==> src/rtl/cfg_bus_master_pkg.sv <==
// cfg_bus_master_pkg: shared config bus widths, responder addresses and master FSM encoding.
package cfg_bus_master_pkg;
    localparam int WIDTH_CONFIG_ADDR = 4;
    localparam int WIDTH_CONFIG_DATA = 8;
    localparam int CFG_TIMEOUT = 16;
    localparam logic [WIDTH_CONFIG_ADDR-1:0] CFG_ADDR_UART_CTRL = 4'h5;
    localparam logic [WIDTH_CONFIG_ADDR-1:0] CFG_ADDR_UART_BAUD = 4'h6;
    typedef enum logic [1:0] {
        IDLE    = 2'd0,
        DRIVE   = 2'd1,
        RELEASE = 2'd2
    } cfg_state_t;
endpackage

==> src/rtl/cfg_bus_master_fifo.sv <==
// cfg_req_fifo: synchronous request FIFO with extra-MSB pointers for full/empty.
module cfg_req_fifo #(
    parameter int WIDTH = 12,
    parameter int DEPTH = 4
) (
    input  logic             clk,
    input  logic             rst_n,
    input  logic             push,
    input  logic             pop,
    input  logic [WIDTH-1:0] din,
    output logic [WIDTH-1:0] dout,
    output logic             full,
    output logic             empty
);
    localparam int AW = $clog2(DEPTH);
    logic [WIDTH-1:0] mem [DEPTH];
    logic [AW:0] wp, rp;
    assign empty = wp == rp;
    assign full = wp == {~rp[AW], rp[AW-1:0]};
    assign dout = mem[rp[AW-1:0]];
    always_ff @(posedge clk) begin
        if (push) mem[wp[AW-1:0]] <= din;
    end
    always_ff @(posedge clk or negedge rst_n) begin
        if (!rst_n) begin
            wp <= '0;
            rp <= '0;
        end else begin
            if (push) wp <= wp + (AW+1)'(1);
            if (pop) rp <= rp + (AW+1)'(1);
        end
    end
endmodule

==> src/rtl/cfg_bus_master.sv <==
// cfg_bus_master: queues write requests and issues each as one acknowledged or timed-out config bus transfer.
module cfg_bus_master #(
    parameter int WIDTH_CONFIG_ADDR = cfg_bus_master_pkg::WIDTH_CONFIG_ADDR,
    parameter int WIDTH_CONFIG_DATA = cfg_bus_master_pkg::WIDTH_CONFIG_DATA,
    parameter int FIFO_DEPTH = 4,
    parameter int TIMEOUT_CYCLES = cfg_bus_master_pkg::CFG_TIMEOUT
) (
    input  logic                         clk,
    input  logic                         rst_n,
    input  logic                         req_valid,
    input  logic [WIDTH_CONFIG_ADDR-1:0] req_addr,
    input  logic [WIDTH_CONFIG_DATA-1:0] req_data,
    output logic                         req_ready,
    output logic [WIDTH_CONFIG_ADDR-1:0] c_addr,
    output logic [WIDTH_CONFIG_DATA-1:0] c_data,
    output logic                         c_valid,
    input  logic                         c_ready,
    output logic                         rsp_valid,
    output logic                         rsp_err,
    output logic [WIDTH_CONFIG_ADDR-1:0] rsp_addr,
    output logic                         busy
);
    import cfg_bus_master_pkg::*;
    localparam int TW = $clog2(TIMEOUT_CYCLES);
    localparam logic [TW-1:0] TLAST = TW'(TIMEOUT_CYCLES - 1);
    cfg_state_t state, state_d;
    logic [TW-1:0] timer, timer_d;
    logic c_valid_d, rsp_valid_d, rsp_err_d, full, empty, pop;
    logic [WIDTH_CONFIG_ADDR-1:0] c_addr_d, rsp_addr_d, head_addr;
    logic [WIDTH_CONFIG_DATA-1:0] c_data_d, head_data;

    assign req_ready = !full;
    assign busy = !empty || state != IDLE;

    cfg_req_fifo #(
        .WIDTH(WIDTH_CONFIG_ADDR + WIDTH_CONFIG_DATA),
        .DEPTH(FIFO_DEPTH)
    ) u_fifo (
        .clk(clk),
        .rst_n(rst_n),
        .push(req_valid && !full),
        .pop(pop),
        .din({req_addr, req_data}),
        .dout({head_addr, head_data}),
        .full(full),
        .empty(empty)
    );

    always_ff @(posedge clk or negedge rst_n) begin
        if (!rst_n) begin
            state <= IDLE;
            timer <= '0;
            c_valid <= 1'b0;
            c_addr <= '0;
            c_data <= '0;
            rsp_valid <= 1'b0;
            rsp_err <= 1'b0;
            rsp_addr <= '0;
        end else begin
            state <= state_d;
            timer <= timer_d;
            c_valid <= c_valid_d;
            c_addr <= c_addr_d;
            c_data <= c_data_d;
            rsp_valid <= rsp_valid_d;
            rsp_err <= rsp_err_d;
            rsp_addr <= rsp_addr_d;
        end
    end

    // c_ready low while idle means a responder still holds the bus, so launch waits for it
    always_comb begin
        state_d = state;
        timer_d = timer;
        c_valid_d = c_valid;
        c_addr_d = c_addr;
        c_data_d = c_data;
        rsp_valid_d = 1'b0;
        rsp_err_d = rsp_err;
        rsp_addr_d = rsp_addr;
        pop = 1'b0;
        case (state)
            IDLE: if (!empty && c_ready) begin
                pop = 1'b1;
                c_addr_d = head_addr;
                c_data_d = head_data;
                c_valid_d = 1'b1;
                timer_d = '0;
                state_d = DRIVE;
            end
            DRIVE: if (!c_ready || timer == TLAST) begin
                c_valid_d = 1'b0;
                rsp_valid_d = 1'b1;
                rsp_err_d = c_ready;
                rsp_addr_d = c_addr;
                state_d = RELEASE;
            end else timer_d = timer + TW'(1);
            RELEASE: begin
                c_valid_d = 1'b0;
                state_d = c_ready ? IDLE : RELEASE;
            end
            default: state_d = IDLE;
        endcase
    end
endmodule

==> config.mk <==
export PLATFORM = sky130hd
export DESIGN_NAME = cfg_bus_master
export DESIGN_NICKNAME = d
export VERILOG_FILES = /design/src/rtl/cfg_bus_master_pkg.sv /design/src/rtl/cfg_bus_master_fifo.sv /design/src/rtl/cfg_bus_master.sv
export SDC_FILE = /design/constraint.sdc
export NUM_CORES = 1
export LEC_CHECK = 0
export ABC_CLOCK_PERIOD_IN_PS = 2500
export CORE_MARGIN = 3
export CORE_UTILIZATION = 50
export DETAILED_ROUTE_END_ITERATION = 7
export PLACE_DENSITY = 0.77
export SLEW_MARGIN = 30
export SYNTH_ARGS = -nofsm -noshare
export SYNTH_HDL_FRONTEND = slang
export SYNTH_SLANG_ARGS = --single-unit
==> constraint.sdc <==
create_clock -name clk -period 2.5 [get_ports clk]
set_input_delay 0.375 -clock clk [delete_from_list [all_inputs] [get_ports clk]]
set_output_delay 0.375 -clock clk [all_outputs]
set_load 0.01 [all_outputs]
==> results of run 1 <==
## worst paths after layout
check	cells past startpoint	endpoint
min	2	state[1]
min in group clk	1	rsp_addr[1]
max	5	busy
min reg2reg	1	rsp_addr[1]
max reg2reg	6	timer[2]
max in group asynchronous	2	c_data[1]
## where the power goes
| part | leakage (nW) | internal (mW) | total [mW] | switching [mW] |
|---|---|---|---|---|
| logic | 0.575 | 1.02 | 1.83 | 0.816 |
| registers | 0.819 | 1.82 | 2.05 | 0.226 |
| clock network | 0.0797 | 0.361 | 0.796 | 0.435 |
## placed cells by master (no fill, tap or decap)
master | synthesis | final
mux2_2 | 17 | 17
nand3_1 | 3 | 3
mux4_2 | 12 | 12
and4_4 | 1 | 1
o221ai_1 | 2 | 2
mux2_4 | 1 | 1
and3_1 | 3 | 3
clkinv_2 | 0 | 2
and2_1 | 4 | 4
a31oi_2 | 1 | 1
a21boi_1 | 1 | 1
clkinvlp_4 | 0 | 2
dfrtp_1 | 31 | 31
edfxtp_1 | 48 | 48
clkdlybuf4s50_1 | 0 | 36
a41oi_1 | 2 | 2
o21ai_0 | 3 | 3
xor2_1 | 3 | 3
a21oi_1 | 6 | 6
or3_4 | 1 | 1
ha_1 | 11 | 11
o41ai_1 | 2 | 2
clkbuf_1 | 2 | 2
clkbuf_8 | 0 | 9
nor2b_1 | 1 | 1
xnor2_1 | 5 | 3
a31oi_1 | 1 | 1
inv_6 | 0 | 1
o31ai_1 | 2 | 2
nand4_1 | 2 | 2
buf_12 | 0 | 1
xnor2_2 | 0 | 2
buf_4 | 1 | 8
inv_1 | 9 | 9
nand2_1 | 7 | 7
## final cells by class
type,count,area [um2]
flip-flops and latches,79,2220
well taps,75,93.8
clock inverters,5,33.8
clock buffers,11,131
fillers,468,2180
repair buffers,45,440
multi-input cells,91,965
inverters,9,33.8
## cell families (layout without fill, tap and decap cells)
| group | Yosys count | count (layout) |
|---|---|---|
| simple gates | 22 | 22 |
| flops | 79 | 79 |
| fa+ha+maj | 11 | 11 |
| buf+inv | 14 | 70 |
| mux | 30 | 30 |
| compound gates | 20 | 20 |
| xor+xnor | 8 | 8 |
## sequential cells by signal, indices dropped and copies added, names as in the netlist, 2 cells and up
signal	flops
state	2
c_addr	4
u_fifo.wp	3
c_data	8
timer	4
u_fifo.mem	48
rsp_addr	4
u_fifo.rp	3
## repair_timing
item                       in CTS  in global routing
resized for setup               0                  2
hold endpoints to repair        0                  0
setup endpoints to repair       0                  1
## per-stage QoR
step	hold WS, ns	total power [mW]
2_1_floorplan	0.0794	3.18
5_1_grt	0.459	4.99
3_3_place_gp	0.490	3.83
4_1_cts	0.441	4.71
6_report	0.430	4.67
3_5_place_dp	0.496	3.91
## layer usage
layer	global-route usage, %	vias to the layer above	share of wire [%]
li1	-	805	-
met1	18.5	883	41
met2	28.0	38	54
met3	5.89	5	4.2
met4	4.82	0	1.0
met5	0	-	0
==> metrics.md, run 1 <==
| Metric | Value |
|---|---|
| Synthesis-to-finish area growth | `21.4%` |
| Core area | `6100 um2` |
| Largest net degree at the start of global routing | `32` |
| Post-synthesis cell count | `roughly 180` |
| Number of global-route vias before repair | `around 1900` |
| Worst path bufs/invs | `3` |
| Synthesized cell area | `between 3000 and 4000 um2` |
| Total congestion overflow | `0` |
| Routed WL | `5290 um` |
| Place WS | `0.453 ns` |
| Leakage | `around 1.5 nW` |
| Commonest cells in the synthesized netlist | `48 x edfxtp_1, 31 x dfrtp_1, 17 x mux2_2, 12 x mux4_2, 11 x ha_1` |
| Final setup fails | `0` |
| Slowest stage cell, crit path | `clkdlybuf4s50_1` |
| Cell Rows | `28` |
| Synth top area share | `44.7%` |
| NumNets Final | `around 260` |
| TritonCTS Sinks | `between 70 and 80` |
| Top FF cell, synth | `edfxtp_1` |
| Slew Limit Fails | `0` |
| Clk_lat worst skew | `between 0.3 and 0.4 ns` |
| CP startpoint | `state[0]` |
| Fraction of the mapped netlist area in compound gates | `4.31%` |
| Depth of the CTS H-tree | `3` |
| Layout cell share with drive strength beyond 1 | `about 24%` |
| Status | `finished, final reports clean` |
| First-pass GRT wire length | `8960 um` |
| Ys Warns | `0` |
| Setup repair bufs after CTS | `0` |
| Die area | `7450 um2` |
| Final Skew | `0.00746 ns` |
| CTS Buffer Depth | `2` |
| Most used cell, CP | `inv_1` |
| Kind of critical path | `register to output port` |
| PnR worst setup slack | `between 0.15 and 0.2 ns` |
| CP Launch Type | `register` |
| Crit Path Max Fanout | `5` |
| Synth top area cells | `edfxtp_1 45%, dfrtp_1 24%, mux4_2 8.4%` |
| Final Util | `64.2%` |
| Initial antenna violation count | `0` |
| Fin. Hold Viols | `0` |
| Vias | `1731` |
| CP Cell Sequence | `inv_1 > ha_1 > and4_4 > inv_1 > clkdlybuf4s50_1` |
| Setup TNS Final | `0 ns` |
| Final HPWL from detailed placement | `between 3000 and 4000 um` |
| Fin cells | `~320` |
| Design Area, Final | `around 3900 um2` |
| Adder-cell share of the synthesized area | `4.27%` |
| VDD IR max | `roughly 0.6 mV` |
| DIE WIDTH | `86.3 um` |
| Hold Buf Count CTS | `0` |
| Via-to-Cell Ratio | `5.50` |
| Placer Congestion | `between 0.7 and 0.8` |
| Count of flip-flops with a built-in enable after synthesis | `between 40 and 50` |
| Sequential area share after synthesis | `68.7%` |
| Gr usage total | `approximately 16%` |
| #FFs+latches synth | `79` |
| Hold WC Path Type | `input port to asynchronous set/reset pin` |
| Drt initial violations | `65` |
| Most numerous cell in the Yosys netlist | `edfxtp_1` |
| Root Buffer | `clkbuf_8` |
| Tmin final | `2.31 ns` |
| CP arrival | `1.93 ns` |
| Syn_nets | `between 200 and 250` |
| Placed Area | `between 3000 and 4000 um2` |
| Slew headroom | `between 50% and 60%` |
| RSZ-0062 raised after global routing | `false` |
| Clock slew at reported path FFs | `approximately 0.07 ns` |
| Share of async-settable or async-resettable flops after synthesis | `between 30% and 40%` |
| Synth area leader | `edfxtp_1` |
| Max Cap Viol | `0` |
| Final Cycle Share | `about 92%` |
| Actual slew at the worst max-slew pin | `between 0.7 and 0.8 ns` |
| Router iterations before antenna repair | `4` |
| DP Cell Count | `299` |
| # port buffers | `36` |
| RR Startpoint | `state[1]` |
| Power Density | `around 1200 nW/um2` |
| Ant. Diodes | `0` |
| WP data required | `roughly 2.1 ns` |
| CP delay by family, top | `buffers and inverters` |
| CTS tree | `built` |
| Syn_area_per_cell | `roughly 18 um2` |
| Mux share of post-synthesis cell area | `between 10 and 15%` |
| Max incr delay on CP | `around 0.47 ns` |
| Worst R2R Setup Slack | `roughly 0.48 ns` |
| Ports | `37` |
| XOR/XNOR Fraction of Synth Area | `about 2.2%` |
| Avg WL per Cell | `~17 um` |
| Post-route antenna net violation count | `0` |
| F_max | `between 0.4 and 0.5 GHz` |
| Post-Synth Simple-Gate Area | `~3.9%` |
| Starting Density | `52.9%` |
| Total CTS buffers | `9` |
| Crit. End Element | `output port` |
| Distinct cell type count after synthesis | `29` |
| Drt drc | `0` |
| Largest family of logic cells by synthesized area | `multiplexers` |
| Die height | `between 80 and 90 um` |
Note: power is estimated with default switching activity, not from simulation.
==> run 2: changes to the inputs <==
--- a/config.mk
+++ b/config.mk
@@ -8,6 +8,7 @@
 export ABC_CLOCK_PERIOD_IN_PS = 2500
 export CORE_MARGIN = 3
 export CORE_UTILIZATION = 50
+export CTS_CLUSTER_SIZE = 28
 export DETAILED_ROUTE_END_ITERATION = 7
 export PLACE_DENSITY = 0.77
 export SLEW_MARGIN = 30
==> results of run 2 <==
Same layout as run 1: the final DEF is identical, and so are final timing and power.
